==> src/rtl/jstk2_spi_reader_pkg.sv <==
// Shared types and constants for the Pmod JSTK2 SPI reader.
// The byte indices give the order in which the JSTK2 returns its fields.
package jstk2_pkg;

  typedef enum logic [2:0] {
    IDLE  = 3'd0,
    SETUP = 3'd1,
    SHIFT = 3'd2,
    GAP   = 3'd3,
    DONE  = 3'd4,
    HOLD  = 3'd5
  } state_t;

  localparam int NUM_BYTES     = 5;
  localparam int BITS_PER_BYTE = 8;

  localparam logic [9:0] CENTRE_VAL = 10'd512;

  localparam logic [2:0] IDX_X_LO = 3'd0;
  localparam logic [2:0] IDX_X_HI = 3'd1;
  localparam logic [2:0] IDX_Y_LO = 3'd2;
  localparam logic [2:0] IDX_Y_HI = 3'd3;
  localparam logic [2:0] IDX_BTN  = 3'd4;

  // Only the two low bits of a high byte carry position data.
  function automatic logic [9:0] join10(input logic [1:0] hi, input logic [7:0] lo);
    return {hi, lo};
  endfunction

endpackage

==> src/rtl/jstk2_spi_reader_if.sv <==
// SPI bus between the reader (master) and the JSTK2 (slave).
interface jstk2_spi_reader_if;
  logic sclk;
  logic mosi;
  logic ss_n;
  logic miso;

  modport master (output sclk, output mosi, output ss_n, input miso);
  modport slave  (input sclk, input mosi, input ss_n, output miso);
endinterface

==> src/rtl/jstk2_spi_reader_spi_byte_shift.sv <==
// One SPI mode-0 byte exchange: sclk low half then high half per bit,
// MISO captured on the rising edge, MOSI advanced on the falling edge.
module spi_byte_shift
  import jstk2_pkg::*;
#(
  parameter int SCLK_HALF = 100
) (
  input  logic       clk,
  input  logic       rst,
  input  logic       i_start,
  input  logic [7:0] i_tx,
  input  logic       i_miso,
  output logic       o_sclk,
  output logic       o_mosi,
  output logic       o_done,
  output logic [7:0] o_rx
);

  localparam int HW = (SCLK_HALF > 1) ? $clog2(SCLK_HALF) : 1;
  localparam logic [HW-1:0] HALF_LAST = HW'(SCLK_HALF - 1);
  localparam logic [2:0]    BIT_LAST  = 3'(BITS_PER_BYTE - 1);

  logic          r_busy;
  logic          r_sclk;
  logic [HW-1:0] r_half;
  logic [2:0]    r_bit;
  logic [7:0]    r_tx;
  logic [7:0]    r_rx;
  logic          w_edge;

  assign w_edge = r_busy && (r_half == HALF_LAST);
  // Done coincides with the final falling edge so the caller can move on that cycle.
  assign o_done = w_edge && r_sclk && (r_bit == BIT_LAST);
  assign o_sclk = r_sclk;
  assign o_mosi = r_tx[7];
  assign o_rx   = r_rx;

  // Half-period timing, shift registers and busy flag.
  always_ff @(posedge clk) begin
    if (!rst) begin
      r_busy <= 1'b0;
      r_sclk <= 1'b0;
      r_half <= {HW{1'b0}};
      r_bit  <= 3'd0;
      r_tx   <= 8'h00;
      r_rx   <= 8'h00;
    end else if (!r_busy) begin
      r_sclk <= 1'b0;
      r_half <= {HW{1'b0}};
      r_bit  <= 3'd0;
      r_tx   <= i_tx;
      r_busy <= i_start;
    end else if (w_edge) begin
      r_half <= {HW{1'b0}};
      r_sclk <= ~r_sclk;
      if (!r_sclk) begin
        r_rx <= {r_rx[6:0], i_miso};
      end else begin
        r_tx   <= {r_tx[6:0], 1'b0};
        r_bit  <= r_bit + 3'd1;
        r_busy <= (r_bit != BIT_LAST);
      end
    end else begin
      r_half <= r_half + HW'(1);
    end
  end

endmodule

==> src/rtl/jstk2_spi_reader.sv <==
// Periodic JSTK2 poller: frames five SPI bytes, shadows them and publishes
// X/Y/buttons atomically with a one-cycle data_valid pulse.
module jstk2_spi_reader
  import jstk2_pkg::*;
#(
  parameter int         CLK_HZ      = 100_000_000,
  parameter int         SCLK_HALF   = 100,
  parameter int         SS_SETUP    = 1500,
  parameter int         INTER_BYTE  = 1000,
  parameter int         SS_HOLD     = 2500,
  parameter int         POLL_CYCLES = 1_000_000,
  parameter logic [7:0] CMD         = 8'h00
) (
  input  logic                clk,
  input  logic                rst,
  jstk2_spi_reader_if.master  spi,
  output logic [9:0]          x_val,
  output logic [9:0]          y_val,
  output logic [1:0]          btn,
  output logic                data_valid
);

  localparam int PH_A   = (SS_SETUP > INTER_BYTE) ? SS_SETUP : INTER_BYTE;
  localparam int PH_MAX = (PH_A > SS_HOLD) ? PH_A : SS_HOLD;
  localparam int PW     = (PH_MAX > 1) ? $clog2(PH_MAX) : 1;
  localparam int PLW    = (POLL_CYCLES > 1) ? $clog2(POLL_CYCLES) : 1;

  localparam logic [PW-1:0]  SETUP_LAST = PW'(SS_SETUP - 1);
  localparam logic [PW-1:0]  GAP_LAST   = PW'(INTER_BYTE - 1);
  localparam logic [PW-1:0]  HOLD_LAST  = PW'(SS_HOLD - 1);
  localparam logic [PLW-1:0] POLL_LAST  = PLW'(POLL_CYCLES - 1);

  state_t         r_state;
  logic [PW-1:0]  r_phase;
  logic [PLW-1:0] r_poll;
  logic [2:0]     r_idx;
  logic           r_ss_n;
  logic [7:0]     r_x_lo;
  logic [1:0]     r_x_hi;
  logic [7:0]     r_y_lo;
  logic [1:0]     r_y_hi;
  logic [9:0]     r_x;
  logic [9:0]     r_y;
  logic [1:0]     r_btn;
  logic           r_valid;

  logic           w_start;
  logic [7:0]     w_tx;
  logic           w_sclk;
  logic           w_mosi;
  logic           w_byte_done;
  logic [7:0]     w_rx;

  assign w_start = ((r_state == SETUP) && (r_phase == SETUP_LAST)) ||
                   ((r_state == GAP)   && (r_phase == GAP_LAST));
  // Only the first byte carries the command; the shifter loads it as SETUP ends.
  assign w_tx    = (r_state == SETUP) ? CMD : 8'h00;

  spi_byte_shift #(
    .SCLK_HALF (SCLK_HALF)
  ) u_shift (
    .clk     (clk),
    .rst     (rst),
    .i_start (w_start),
    .i_tx    (w_tx),
    .i_miso  (spi.miso),
    .o_sclk  (w_sclk),
    .o_mosi  (w_mosi),
    .o_done  (w_byte_done),
    .o_rx    (w_rx)
  );

  assign spi.sclk   = w_sclk;
  assign spi.mosi   = w_mosi;
  assign spi.ss_n   = r_ss_n;
  assign x_val      = r_x;
  assign y_val      = r_y;
  assign btn        = r_btn;
  assign data_valid = r_valid;

  // Poll timer, transaction framing and atomic output update.
  always_ff @(posedge clk) begin
    if (!rst) begin
      r_state <= IDLE;
      r_phase <= {PW{1'b0}};
      r_poll  <= {PLW{1'b0}};
      r_idx   <= 3'd0;
      r_ss_n  <= 1'b1;
      r_x_lo  <= 8'h00;
      r_x_hi  <= 2'b00;
      r_y_lo  <= 8'h00;
      r_y_hi  <= 2'b00;
      r_x     <= CENTRE_VAL;
      r_y     <= CENTRE_VAL;
      r_btn   <= 2'b00;
      r_valid <= 1'b0;
    end else begin
      r_poll  <= (r_poll == POLL_LAST) ? {PLW{1'b0}} : r_poll + PLW'(1);
      r_valid <= 1'b0;
      case (r_state)
        IDLE: begin
          r_ss_n <= 1'b1;
          if (r_poll == {PLW{1'b0}}) begin
            r_state <= SETUP;
            r_ss_n  <= 1'b0;
            r_phase <= {PW{1'b0}};
            r_idx   <= 3'd0;
          end
        end
        SETUP: begin
          if (r_phase == SETUP_LAST) begin
            r_state <= SHIFT;
            r_phase <= {PW{1'b0}};
          end else begin
            r_phase <= r_phase + PW'(1);
          end
        end
        SHIFT: begin
          if (w_byte_done) begin
            case (r_idx)
              IDX_X_LO: r_x_lo <= w_rx;
              IDX_X_HI: r_x_hi <= w_rx[1:0];
              IDX_Y_LO: r_y_lo <= w_rx;
              IDX_Y_HI: r_y_hi <= w_rx[1:0];
              default:  r_x_lo <= r_x_lo;
            endcase
            if (r_idx == IDX_BTN) begin
              r_state <= DONE;
              r_ss_n  <= 1'b1;
              r_x     <= join10(r_x_hi, r_x_lo);
              r_y     <= join10(r_y_hi, r_y_lo);
              r_btn   <= w_rx[1:0];
              r_valid <= 1'b1;
            end else begin
              r_state <= GAP;
            end
          end
        end
        GAP: begin
          if (r_phase == GAP_LAST) begin
            r_state <= SHIFT;
            r_phase <= {PW{1'b0}};
            r_idx   <= r_idx + 3'd1;
          end else begin
            r_phase <= r_phase + PW'(1);
          end
        end
        DONE: begin
          r_state <= HOLD;
          r_phase <= {PW{1'b0}};
        end
        HOLD: begin
          if (r_phase == HOLD_LAST) begin
            r_state <= IDLE;
          end else begin
            r_phase <= r_phase + PW'(1);
          end
        end
        default: begin
          r_state <= IDLE;
          r_ss_n  <= 1'b1;
        end
      endcase
    end
  end

endmodule

==> src/flat_wrapper.sv <==
// flat-port wrapper written by rule: the top's interface ports become plain ports
module jstk2_spi_reader_flat import jstk2_pkg::*;
#(
  parameter int         CLK_HZ      = 100_000_000,
  parameter int         SCLK_HALF   = 100,
  parameter int         SS_SETUP    = 1500,
  parameter int         INTER_BYTE  = 1000,
  parameter int         SS_HOLD     = 2500,
  parameter int         POLL_CYCLES = 1_000_000,
  parameter logic [7:0] CMD         = 8'h00
)
  (clk, rst, x_val, y_val, btn, data_valid, spi_sclk, spi_mosi, spi_ss_n, spi_miso);
  jstk2_spi_reader_if spi_i ();
  input  logic clk;
  input  logic rst;
  output logic [9:0] x_val;
  output logic [9:0] y_val;
  output logic [1:0] btn;
  output logic data_valid;
  output wire logic [$bits(spi_i.sclk)-1:0] spi_sclk;
  output wire logic [$bits(spi_i.mosi)-1:0] spi_mosi;
  output wire logic [$bits(spi_i.ss_n)-1:0] spi_ss_n;
  input wire logic [$bits(spi_i.miso)-1:0] spi_miso;
  assign spi_sclk = spi_i.sclk;
  assign spi_mosi = spi_i.mosi;
  assign spi_ss_n = spi_i.ss_n;
  assign spi_i.miso = spi_miso;
  jstk2_spi_reader #(.CLK_HZ(CLK_HZ), .SCLK_HALF(SCLK_HALF), .SS_SETUP(SS_SETUP), .INTER_BYTE(INTER_BYTE), .SS_HOLD(SS_HOLD), .POLL_CYCLES(POLL_CYCLES), .CMD(CMD)) u_core (.clk(clk), .rst(rst), .spi(spi_i), .x_val(x_val), .y_val(y_val), .btn(btn), .data_valid(data_valid));
endmodule
==> config.mk <==
export PLATFORM = sky130hd
export DESIGN_NAME = jstk2_spi_reader_flat
export DESIGN_NICKNAME = d
export VERILOG_FILES = /design/src/rtl/jstk2_spi_reader_pkg.sv /design/src/rtl/jstk2_spi_reader_if.sv /design/src/rtl/jstk2_spi_reader_spi_byte_shift.sv /design/src/rtl/jstk2_spi_reader.sv /design/src/flat_wrapper.sv
export SDC_FILE = /design/constraint.sdc
export NUM_CORES = 1
export LEC_CHECK = 0
export CAP_MARGIN = 10
export CELL_PAD_IN_SITES_DETAIL_PLACEMENT = 1
export CELL_PAD_IN_SITES_GLOBAL_PLACEMENT = 1
export CORE_MARGIN = 8
export CORE_UTILIZATION = 40
export DETAILED_ROUTE_END_ITERATION = 6
export PLACE_DENSITY = 0.81
export SLEW_MARGIN = 5
export SYNTH_ARGS = -nofsm -noshare
export SYNTH_HDL_FRONTEND = slang
export SYNTH_SLANG_ARGS = --single-unit
export TNS_END_PERCENT = 100
==> constraint.sdc <==
create_clock -name clk -period 2 [get_ports clk]
set_clock_uncertainty 0.15 [all_clocks]
set_input_delay 0.3 -clock clk [delete_from_list [all_inputs] [get_ports clk]]
set_output_delay 0.3 -clock clk [all_outputs]
set_load 0.02 [all_outputs]
==> impl_metrics.prom, run 1 <==
# TYPE chip_impl_metric gauge
chip_impl_info{name="outcome",value="complete, but fails checks"} 1
chip_impl_info{name="violations_in_the_final_reports",value="negative setup slack"} 1
chip_impl_metric{name="floorplan.io_pins",unit=""} 29
chip_impl_metric{name="clock_sink_count",unit=""} 102
chip_impl_metric{name="antenna-diode-count",unit=""} 0
chip_impl_metric{name="placed_cells",unit=""} 718
chip_impl_metric{name="cp.arrival",unit="ns"} 2.41
chip_impl_metric{name="number_of_synthesized_register_bits",unit=""} 102
chip_impl_metric{name="drive_gt1_share",unit="%"} 42.63
chip_impl_metric{name="cp_max_fo",unit=""} 8
chip_impl_metric{name="cts_hold_buf",unit=""} 0
chip_impl_info{name="yosysMostFrequentCell",value="sky130_fd_sc_hd__dfxtp_1"} 1
chip_impl_info{name="regToRegEndpoint",value="u_core.r_y_lo[0]"} 1
chip_impl_metric{name="floorplan.die_area",unit="um2"} 14550
chip_impl_metric{name="initial_core_util",unit="%"} 40.74
chip_impl_info{name="timing.critical_path.from_type",value="flop"} 1
chip_impl_metric{name="first_global_vias",unit=""} 4484
chip_impl_metric{name="area_growth",unit="%"} 51.59
chip_impl_metric{name="yosysUniqueCellTypes",unit=""} 50
chip_impl_metric{name="synth_xor_xnor_area_share",unit="%"} 5.001
chip_impl_info{name="crit_path_start",value="u_core.r_state[1]"} 1
chip_impl_info{name="cp_top_family",value="simple AND/OR/NAND/NOR gates"} 1
chip_impl_info{name="crit_path_max_delay_cell_type",value="sky130_fd_sc_hd__or3b_4"} 1
chip_impl_metric{name="final.period_utilization",unit="%"} 114.5
chip_impl_metric{name="fin_ws",unit="ns"} -0.2900
chip_impl_metric{name="rr_worst_depth",unit=""} 7
chip_impl_info{name="hold_path.startpoint",value="u_core.u_shift.r_bit[1]"} 1
chip_impl_metric{name="grt_use_total",unit="%"} 19.07
chip_impl_metric{name="ys_seq_area_share",unit="%"} 46.64
chip_impl_metric{name="worst_case_vdd_ir_drop",unit="V"} 0.0003027
chip_impl_metric{name="simple_gate_fraction_of_synth_area",unit="%"} 25.55
chip_impl_metric{name="power_density",unit="nW/um2"} 595.6
chip_impl_metric{name="vias",unit=""} 4470
chip_impl_info{name="critical_path_cell_by_cell",value="or3b_4 -> nor4_4 -> buf_6 -> nand3_4 -> buf_12 -> mux2i_1 -> nor2_1"} 1
chip_impl_metric{name="non_filler_instance_count_after_layout",unit=""} 764
chip_impl_info{name="list_of_most_frequent_post_synthesis_cells",value="sky130_fd_sc_hd__dfxtp_1 (102), sky130_fd_sc_hd__nor2_1 (70), sky130_fd_sc_hd__nand2_1 (63)"} 1
chip_impl_metric{name="wire_length_of_the_first_global_routing_pass",unit="um"} 22340
chip_impl_metric{name="path_depth",unit=""} 7
chip_impl_metric{name="grt_antenna_before_repair",unit=""} 0
chip_impl_info{name="combinational_family_with_the_most_area_after_synthesis",value="simple AND/OR/NAND/NOR gates"} 1
chip_impl_metric{name="core-area",unit="um2"} 10750
chip_impl_metric{name="post-route-drc-count",unit=""} 0
chip_impl_metric{name="clock.fmax",unit="MHz"} 436.7
chip_impl_info{name="whs_endpoint",value="u_core.u_shift.r_bit[1]"} 1
chip_impl_info{name="synth-main-ff-cell",value="sky130_fd_sc_hd__dfxtp_1"} 1
chip_impl_metric{name="critical-path-max-stage-delay",unit="ns"} 0.46
chip_impl_metric{name="clkTransAtPathRegs",unit="ns"} 0.11
chip_impl_metric{name="syn_avg_cell_area",unit="um2"} 8.809
chip_impl_metric{name="max-clock-path-buffers",unit=""} 2
chip_impl_metric{name="synth-edff-count",unit=""} 0
chip_impl_metric{name="synth_cells",unit=""} 497
chip_impl_metric{name="critPathBufInv",unit=""} 2
chip_impl_metric{name="finalHoldViolations",unit=""} 0
chip_impl_metric{name="tightest_slew",unit="ns"} 0.5042
chip_impl_metric{name="routed_wl",unit="um"} 17890
chip_impl_metric{name="synth_area",unit="um2"} 4378
chip_impl_metric{name="floorplan.rows",unit=""} 38
chip_impl_metric{name="synth_fp_nets",unit=""} 511
chip_impl_metric{name="grt.overflow.total",unit=""} 0
chip_impl_metric{name="synth-warning-count",unit=""} 0
chip_impl_info{name="hold_class",value="reg -> reg"} 1
chip_impl_metric{name="gpl.final_weighted_congestion",unit=""} 0.8083
chip_impl_metric{name="cts-buffers-inserted",unit=""} 9
chip_impl_metric{name="clk_latency",unit="ns"} 0.41
chip_impl_info{name="yosysTopAreaCell",value="sky130_fd_sc_hd__dfxtp_1"} 1
chip_impl_metric{name="setup_viol_count_final",unit=""} 59
chip_impl_metric{name="die_w",unit="um"} 120.6
chip_impl_metric{name="dp.final_hpwl",unit="um"} 8525
chip_impl_metric{name="timing.hold.worst_path_depth",unit=""} 2
chip_impl_metric{name="drtIter0Drc",unit=""} 276
chip_impl_metric{name="timing_max_transition_violations_final",unit=""} 0
chip_impl_metric{name="critical_path_required",unit="ns"} 2.12
chip_impl_info{name="grt_setup_unrepaired",value="true"} 1
chip_impl_metric{name="drv_cap",unit=""} 0
chip_impl_metric{name="grt_start_max_net_pins",unit=""} 37
chip_impl_metric{name="port_buffers",unit=""} 27
chip_impl_metric{name="total_power",unit="W"} 0.003953
chip_impl_metric{name="fraction_of_the_mapped_netlist_area_in_adder_cells",unit="%"} 3.144
chip_impl_info{name="path_class",value="reg -> reg"} 1
chip_impl_info{name="netlist_top_cells_area",value="sky130_fd_sc_hd__dfxtp_1 (47%), sky130_fd_sc_hd__nor2_1 (6.0%), sky130_fd_sc_hd__mux2i_1 (5.9%)"} 1
chip_impl_metric{name="number_of_nets_at_the_end_of_the_flow",unit=""} 633
chip_impl_info{name="worst_setup_path_end_kind",value="flop"} 1
chip_impl_metric{name="synth_compound_gate_area_share",unit="%"} 9.917
chip_impl_metric{name="finalCriticalPeriod",unit="ns"} 2.290
chip_impl_metric{name="die_y",unit="um"} 120.6
chip_impl_metric{name="synth.area.mux_share",unit="%"} 5.945
chip_impl_metric{name="htreeDepth",unit=""} 3
chip_impl_metric{name="routed_via_density",unit=""} 5.851
chip_impl_metric{name="post_drt_wl_per_cell",unit="um"} 23.42
chip_impl_metric{name="power.leakage",unit="nW"} 2.515
chip_impl_metric{name="setup.reg_to_reg.worst_slack",unit="ns"} -0.29
chip_impl_metric{name="maxSlewHeadroom",unit="%"} 66.13
chip_impl_metric{name="drt_first_pass_iters",unit=""} 7
chip_impl_info{name="tritoncts_clock_tree",value="yes"} 1
chip_impl_metric{name="asyncSetResetFlopFracSynth",unit="%"} 0
chip_impl_metric{name="antenna_left",unit=""} 0
chip_impl_metric{name="synth_top_area_share",unit="%"} 46.64
chip_impl_info{name="cts_root_buf",value="sky130_fd_sc_hd__clkbuf_8"} 1
chip_impl_info{name="r2r_start",value="u_core.r_state[1]"} 1
cells by family after synthesis:
kind of cell	after synthesis
fa+ha+maj	11
mux	26
simple gates	225
flops	102
buf+inv	36
compound gates	71
xor+xnor	25
other cells	1
per-stage QoR:
stage               worst slack [ns]  utilization [%]  setup TNS [ns]  hold WS, ns  area (um2)
global route                 -0.3204            61.76          -11.86       0.3440        6636
CTS                          -0.1553            54.81          -1.377       0.3166        5889
finish                       -0.2900            61.76          -7.197       0.3224        6636
global placement             -0.1541            49.93          -2.094       0.2907        5365
detailed placement           -0.2679            49.93          -4.763       0.2985        5365
floorplan                   -0.07827                -          -1.757       0.2405        4446
layout by cell type (no fill, tap or decap), drive strengths merged, types with 2 or more instances in the layout:
cell	netlist	layout
o21a	2	2
clkbuf	12	12
nand2	63	63
a21oi	42	42
ha	11	11
mux2i	26	26
or3b	3	3
buf	11	100
nor2	70	70
xnor2	14	14
nand4	7	7
nor4	7	7
dfxtp	102	102
o31a	2	3
o41ai	3	3
xor2	11	11
nand3	24	24
clkdlybuf4s50	0	26
and3	6	9
nand4b	3	3
o21ai	6	6
or4b	2	2
and2	5	5
or3	2	2
or4	12	12
nand2b	3	3
nor3	13	13
clkinv	0	3
nor4b	2	2
o31ai	9	9
inv	13	16
registers in the layout, summed over array words and instances, names as in the netlist, 3 cells and up:
register,flops
u_core.r_poll,20
u_core.r_phase,12
u_core.x_val,10
u_core.y_val,10
u_core.r_x_lo,8
u_core.r_y_lo,8
u_core.u_shift.o_rx,8
u_core.u_shift.r_half,7
u_core.r_idx,3
u_core.r_state,3
u_core.u_shift.r_bit,3
what timing repair did:
item,4_1_cts,5_1_grt
buffers inserted,10,8
endpoints found under the setup margin,58,85
cloned,4,8
pin swaps,16,61
gates resized for setup,52,145
final cells by class:
type,instances,area (um2)
Tap cell,140,175.2
Fill cell,1169,4109
Sequential cell,102,2062
Clock buffer,9,123.9
Multi-Input combinational cell,363,2948
Inverter,13,48.80
Timing Repair Buffer,130,1204
Clock inverter,7,75.07
power by group:
group,internal [W],switching (W)
Sequential,0.00205,0.0000285
Combinational,0.000212,0.000295
Clock,0.000490,0.000874
Total,0.00276,0.00120
how the worst max path moves through the flow:
stage | to | slack, ns
floorplan | u_core.r_phase[10] | -0.08
global placement | u_core.r_phase[8] | -0.15
detailed placement | u_core.r_phase[9] | -0.27
CTS | u_core.r_phase[6] | -0.16
global route | u_core.r_state[0] | -0.32
finish | u_core.r_y_lo[0] | -0.29
worst min-delay path, stage by stage (launching register included):
cell and delay (ns):
sky130_fd_sc_hd__dfxtp_1 0.33, sky130_fd_sc_hd__nand2_1 0.06, sky130_fd_sc_hd__a21oi_1 0.05
routing by layer:
layer | share of wire (%) | track usage, %
met1 | 39 | 20.53
met2 | 52 | 35.57
met3 | 4.6 | 3.497
met4 | 4.6 | 8.275
met5 | 0 | 0
No activity file was read; power rests on OpenSTA's default activity.
==> run 2, diff against run 1 <==
- GPL_TIMING_DRIVEN: not set -> 0
- clock period: 2 -> 2.05 ns (I/O delays scaled with it)
==> run 2 against run 1 <==
Effect of this change:
- wire length is 19% lower
- via count is 11% lower
- cell area is 10% lower
- sequential share of layout area is 3.9 points higher
- the flow still finishes with violations (negative setup slack)
- sequential power hardly changed
==> impl_metrics.prom, run 2 (synthesis gave the netlist of run 1 again) <==
# TYPE chip_impl_metric gauge
chip_impl_metric{name="port_buffers",unit=""} 26
chip_impl_metric{name="floorplan.die_area",unit="um2"} 14550
chip_impl_metric{name="worst_case_vdd_ir_drop",unit="V"} 0.0003455
chip_impl_metric{name="non_filler_instance_count_after_layout",unit=""} 712
chip_impl_metric{name="tightest_slew",unit="ns"} 0.8503
chip_impl_metric{name="antenna_left",unit=""} 0
chip_impl_metric{name="totalNegativeSetupSlack",unit="ns"} -4.572
chip_impl_info{name="most_flops_register",value="u_core.r_poll"} 1
chip_impl_metric{name="power.leakage",unit="nW"} 2.312
chip_impl_metric{name="pwr-share-comb",unit="%"} 9.7
chip_impl_info{name="outcome",value="complete, but fails checks"} 1
chip_impl_metric{name="clkTransAtPathRegs",unit="ns"} 0.11
chip_impl_metric{name="timing_max_transition_violations_final",unit=""} 0
chip_impl_metric{name="first_global_vias",unit=""} 4132
chip_impl_info{name="path_class",value="reg -> reg"} 1
chip_impl_metric{name="post_drt_wl_per_cell",unit="um"} 20.41
chip_impl_metric{name="area_growth",unit="%"} 36.07
chip_impl_metric{name="grt_antenna_before_repair",unit=""} 0
chip_impl_info{name="timing.critical_path.from_type",value="flop"} 1
chip_impl_metric{name="cp_max_fo",unit=""} 5
chip_impl_metric{name="cp.arrival",unit="ns"} 2.37
chip_impl_metric{name="critical-path-max-stage-delay",unit="ns"} 0.35
chip_impl_info{name="crit_path_max_delay_cell_type",value="sky130_fd_sc_hd__dfxtp_2"} 1
chip_impl_info{name="final_cell_mix",value="sky130_fd_sc_hd__dfxtp_1 (81), sky130_fd_sc_hd__nor2_1 (69), sky130_fd_sc_hd__nand2_1 (43)"} 1
chip_impl_metric{name="power_density",unit="nW/um2"} 651.8
chip_impl_metric{name="initial_core_util",unit="%"} 40.74
chip_impl_info{name="top_regs",value="u_core.r_poll x20, u_core.r_phase x12"} 1
chip_impl_metric{name="clock_sink_count",unit=""} 102
chip_impl_metric{name="total_power",unit="W"} 0.003883
chip_impl_metric{name="finalCriticalPeriod",unit="ns"} 2.198
chip_impl_metric{name="post-route-drc-count",unit=""} 0
chip_impl_metric{name="setup_viol_count_final",unit=""} 57
chip_impl_metric{name="routed_via_density",unit=""} 5.593
chip_impl_metric{name="largest_reg_flops",unit=""} 20
chip_impl_metric{name="dp.final_hpwl",unit="um"} 7854
chip_impl_info{name="violations_in_the_final_reports",value="negative setup slack"} 1
chip_impl_metric{name="cts-buffers-inserted",unit=""} 9
chip_impl_metric{name="clock.fmax",unit="MHz"} 455.0
chip_impl_metric{name="critPathBufInv",unit=""} 2
chip_impl_metric{name="grt_start_max_net_pins",unit=""} 18
chip_impl_metric{name="finalHoldViolations",unit=""} 0
chip_impl_metric{name="drv_cap",unit=""} 0
chip_impl_metric{name="dpl_worst_slack",unit="ns"} -0.5125
chip_impl_metric{name="drt_first_pass_iters",unit=""} 4
chip_impl_metric{name="drive_gt1_share",unit="%"} 31.29
chip_impl_info{name="tritoncts_clock_tree",value="yes"} 1
chip_impl_metric{name="number_of_nets_at_the_end_of_the_flow",unit=""} 582
chip_impl_metric{name="cellInternalPower",unit="W"} 0.002861
chip_impl_metric{name="critical_path_required",unit="ns"} 2.23
chip_impl_metric{name="maxSlewHeadroom",unit="%"} 43.32
chip_impl_info{name="cp_top_family",value="simple AND/OR/NAND/NOR gates"} 1
chip_impl_info{name="cts_root_buf",value="sky130_fd_sc_hd__clkbuf_8"} 1
chip_impl_metric{name="hold_ws",unit="ns"} 0.2880
chip_impl_metric{name="final.period_utilization",unit="%"} 107.2
chip_impl_metric{name="floorplan.io_pins",unit=""} 29
chip_impl_metric{name="die_w",unit="um"} 120.6
chip_impl_metric{name="drtIter0Drc",unit=""} 245
chip_impl_metric{name="htreeDepth",unit=""} 3
chip_impl_metric{name="wire_length_of_the_first_global_routing_pass",unit="um"} 20600
chip_impl_info{name="layout.cells.most_common",value="sky130_fd_sc_hd__dfxtp_1"} 1
chip_impl_info{name="critical_path_cell_by_cell",value="ha_1 -> ha_1 -> nand2_2 -> nor4_4 -> buf_6 -> and3_4 -> buf_6 -> nand2_1 -> a21oi_2"} 1
chip_impl_metric{name="fin_ws",unit="ns"} -0.1477
chip_impl_metric{name="grt.overflow.total",unit=""} 0
chip_impl_metric{name="routed_wl",unit="um"} 14530
chip_impl_info{name="hold_class",value="reg -> reg"} 1
chip_impl_metric{name="grt_use_total",unit="%"} 17.54
chip_impl_metric{name="clk_latency",unit="ns"} 0.39
chip_impl_metric{name="sw_frac_of_total",unit="%"} 26.31
chip_impl_metric{name="placed_cells",unit=""} 663
chip_impl_metric{name="cts_hold_buf",unit=""} 0
chip_impl_metric{name="max-clock-path-buffers",unit=""} 2
chip_impl_metric{name="seqPwrFrac",unit="%"} 52.7
chip_impl_metric{name="vias",unit=""} 3982
chip_impl_metric{name="switchingPower",unit="W"} 0.001022
chip_impl_metric{name="gpl.final_weighted_congestion",unit=""} 0.8166
chip_impl_metric{name="core-area",unit="um2"} 10750
chip_impl_info{name="worst_setup_path_end_kind",value="flop"} 1
chip_impl_metric{name="floorplan.rows",unit=""} 38
chip_impl_metric{name="die_y",unit="um"} 120.6
chip_impl_info{name="grt_setup_unrepaired",value="true"} 1
chip_impl_metric{name="power.clock.fraction",unit="%"} 37.6
chip_impl_metric{name="antenna-diode-count",unit=""} 0
## run 2: cell types whose count changed in the layout (fill, tap and decap cells not counted), moves of 7 or more
cell,before,now
sky130_fd_sc_hd__nand2_4,21,10
sky130_fd_sc_hd__a21oi_2,30,23
sky130_fd_sc_hd__a21oi_1,11,19
sky130_fd_sc_hd__nand2_1,21,43
sky130_fd_sc_hd__buf_4,80,27
sky130_fd_sc_hd__clkbuf_1,0,7
sky130_fd_sc_hd__nand2_2,21,10
## run 2: final timing paths
check                              to  cells after the start                      from  slack (ns)
max reg2reg           u_core.x_val[4]                      9   u_core.u_shift.r_bit[0]       -0.15
max                   u_core.x_val[4]                      9   u_core.u_shift.r_bit[0]       -0.15
min          u_core.u_shift.r_half[0]                      1  u_core.u_shift.r_half[0]        0.29
min reg2reg  u_core.u_shift.r_half[0]                      1  u_core.u_shift.r_half[0]        0.29
## run 2: stage by stage
stage               cell area (um2)  util [%]
finish                         5957     55.44
detailed placement             4851     45.14
floorplan                      4415         -
global route                   5957     55.44
CTS                            5500     51.19
global placement               4851     45.14
## run 2: worst reg2reg max path, cell delays in order (launching register included)
cell and delay, ns:
sky130_fd_sc_hd__dfxtp_2 0.35, sky130_fd_sc_hd__ha_1 0.18, sky130_fd_sc_hd__ha_1 0.20, sky130_fd_sc_hd__nand2_2 0.13, sky130_fd_sc_hd__nor4_4 0.31, sky130_fd_sc_hd__buf_6 0.18
sky130_fd_sc_hd__and3_4 0.28, sky130_fd_sc_hd__buf_6 0.17, sky130_fd_sc_hd__nand2_1 0.09, sky130_fd_sc_hd__a21oi_2 0.11
## run 2: cell type report
cell class,instances,area (um2)
clock inverter,6,93.84
buffer,21,196.4
tap,140,175.2
sequential,102,2081
timing repair buffer,62,573.1
inverter,13,48.80
fill,1190,4788
clock buffer,9,123.9
multi-input combinational,359,2665
## run 2: repair_timing
item / 4_1_cts / 5_1_grt
setup endpoints to repair: 89 / 86
hold endpoints to repair: 0 / 0
setup buffers: 17 / 13
gates resized for setup: 66 / 97
pin swaps: 8 / 41
cloned: 5 / 1
## run 2: layer usage
| layer | track usage (%) | wire length [um] | vias up |
|---|---|---|---|
| met5 | 0 | 0 | - |
| met2 | 31.78 | 7862 | 81 |
| met1 | 19.44 | 5722 | 1998 |
| met3 | 3.310 | 506 | 31 |
| met4 | 8.041 | 437 | 0 |
| li1 | - | - | 1872 |
## run 2: power groups by stage
stage / Sequential [W] / Clock (W) / Combinational (W)
floorplan: 0.00206 / 0 / 0.000181
global placement: 0.00206 / 0 / 0.000250
detailed placement: 0.00206 / 0 / 0.000256
CTS: 0.00204 / 0.00146 / 0.000328
global route: 0.00205 / 0.00156 / 0.000400
finish: 0.00205 / 0.00146 / 0.000377
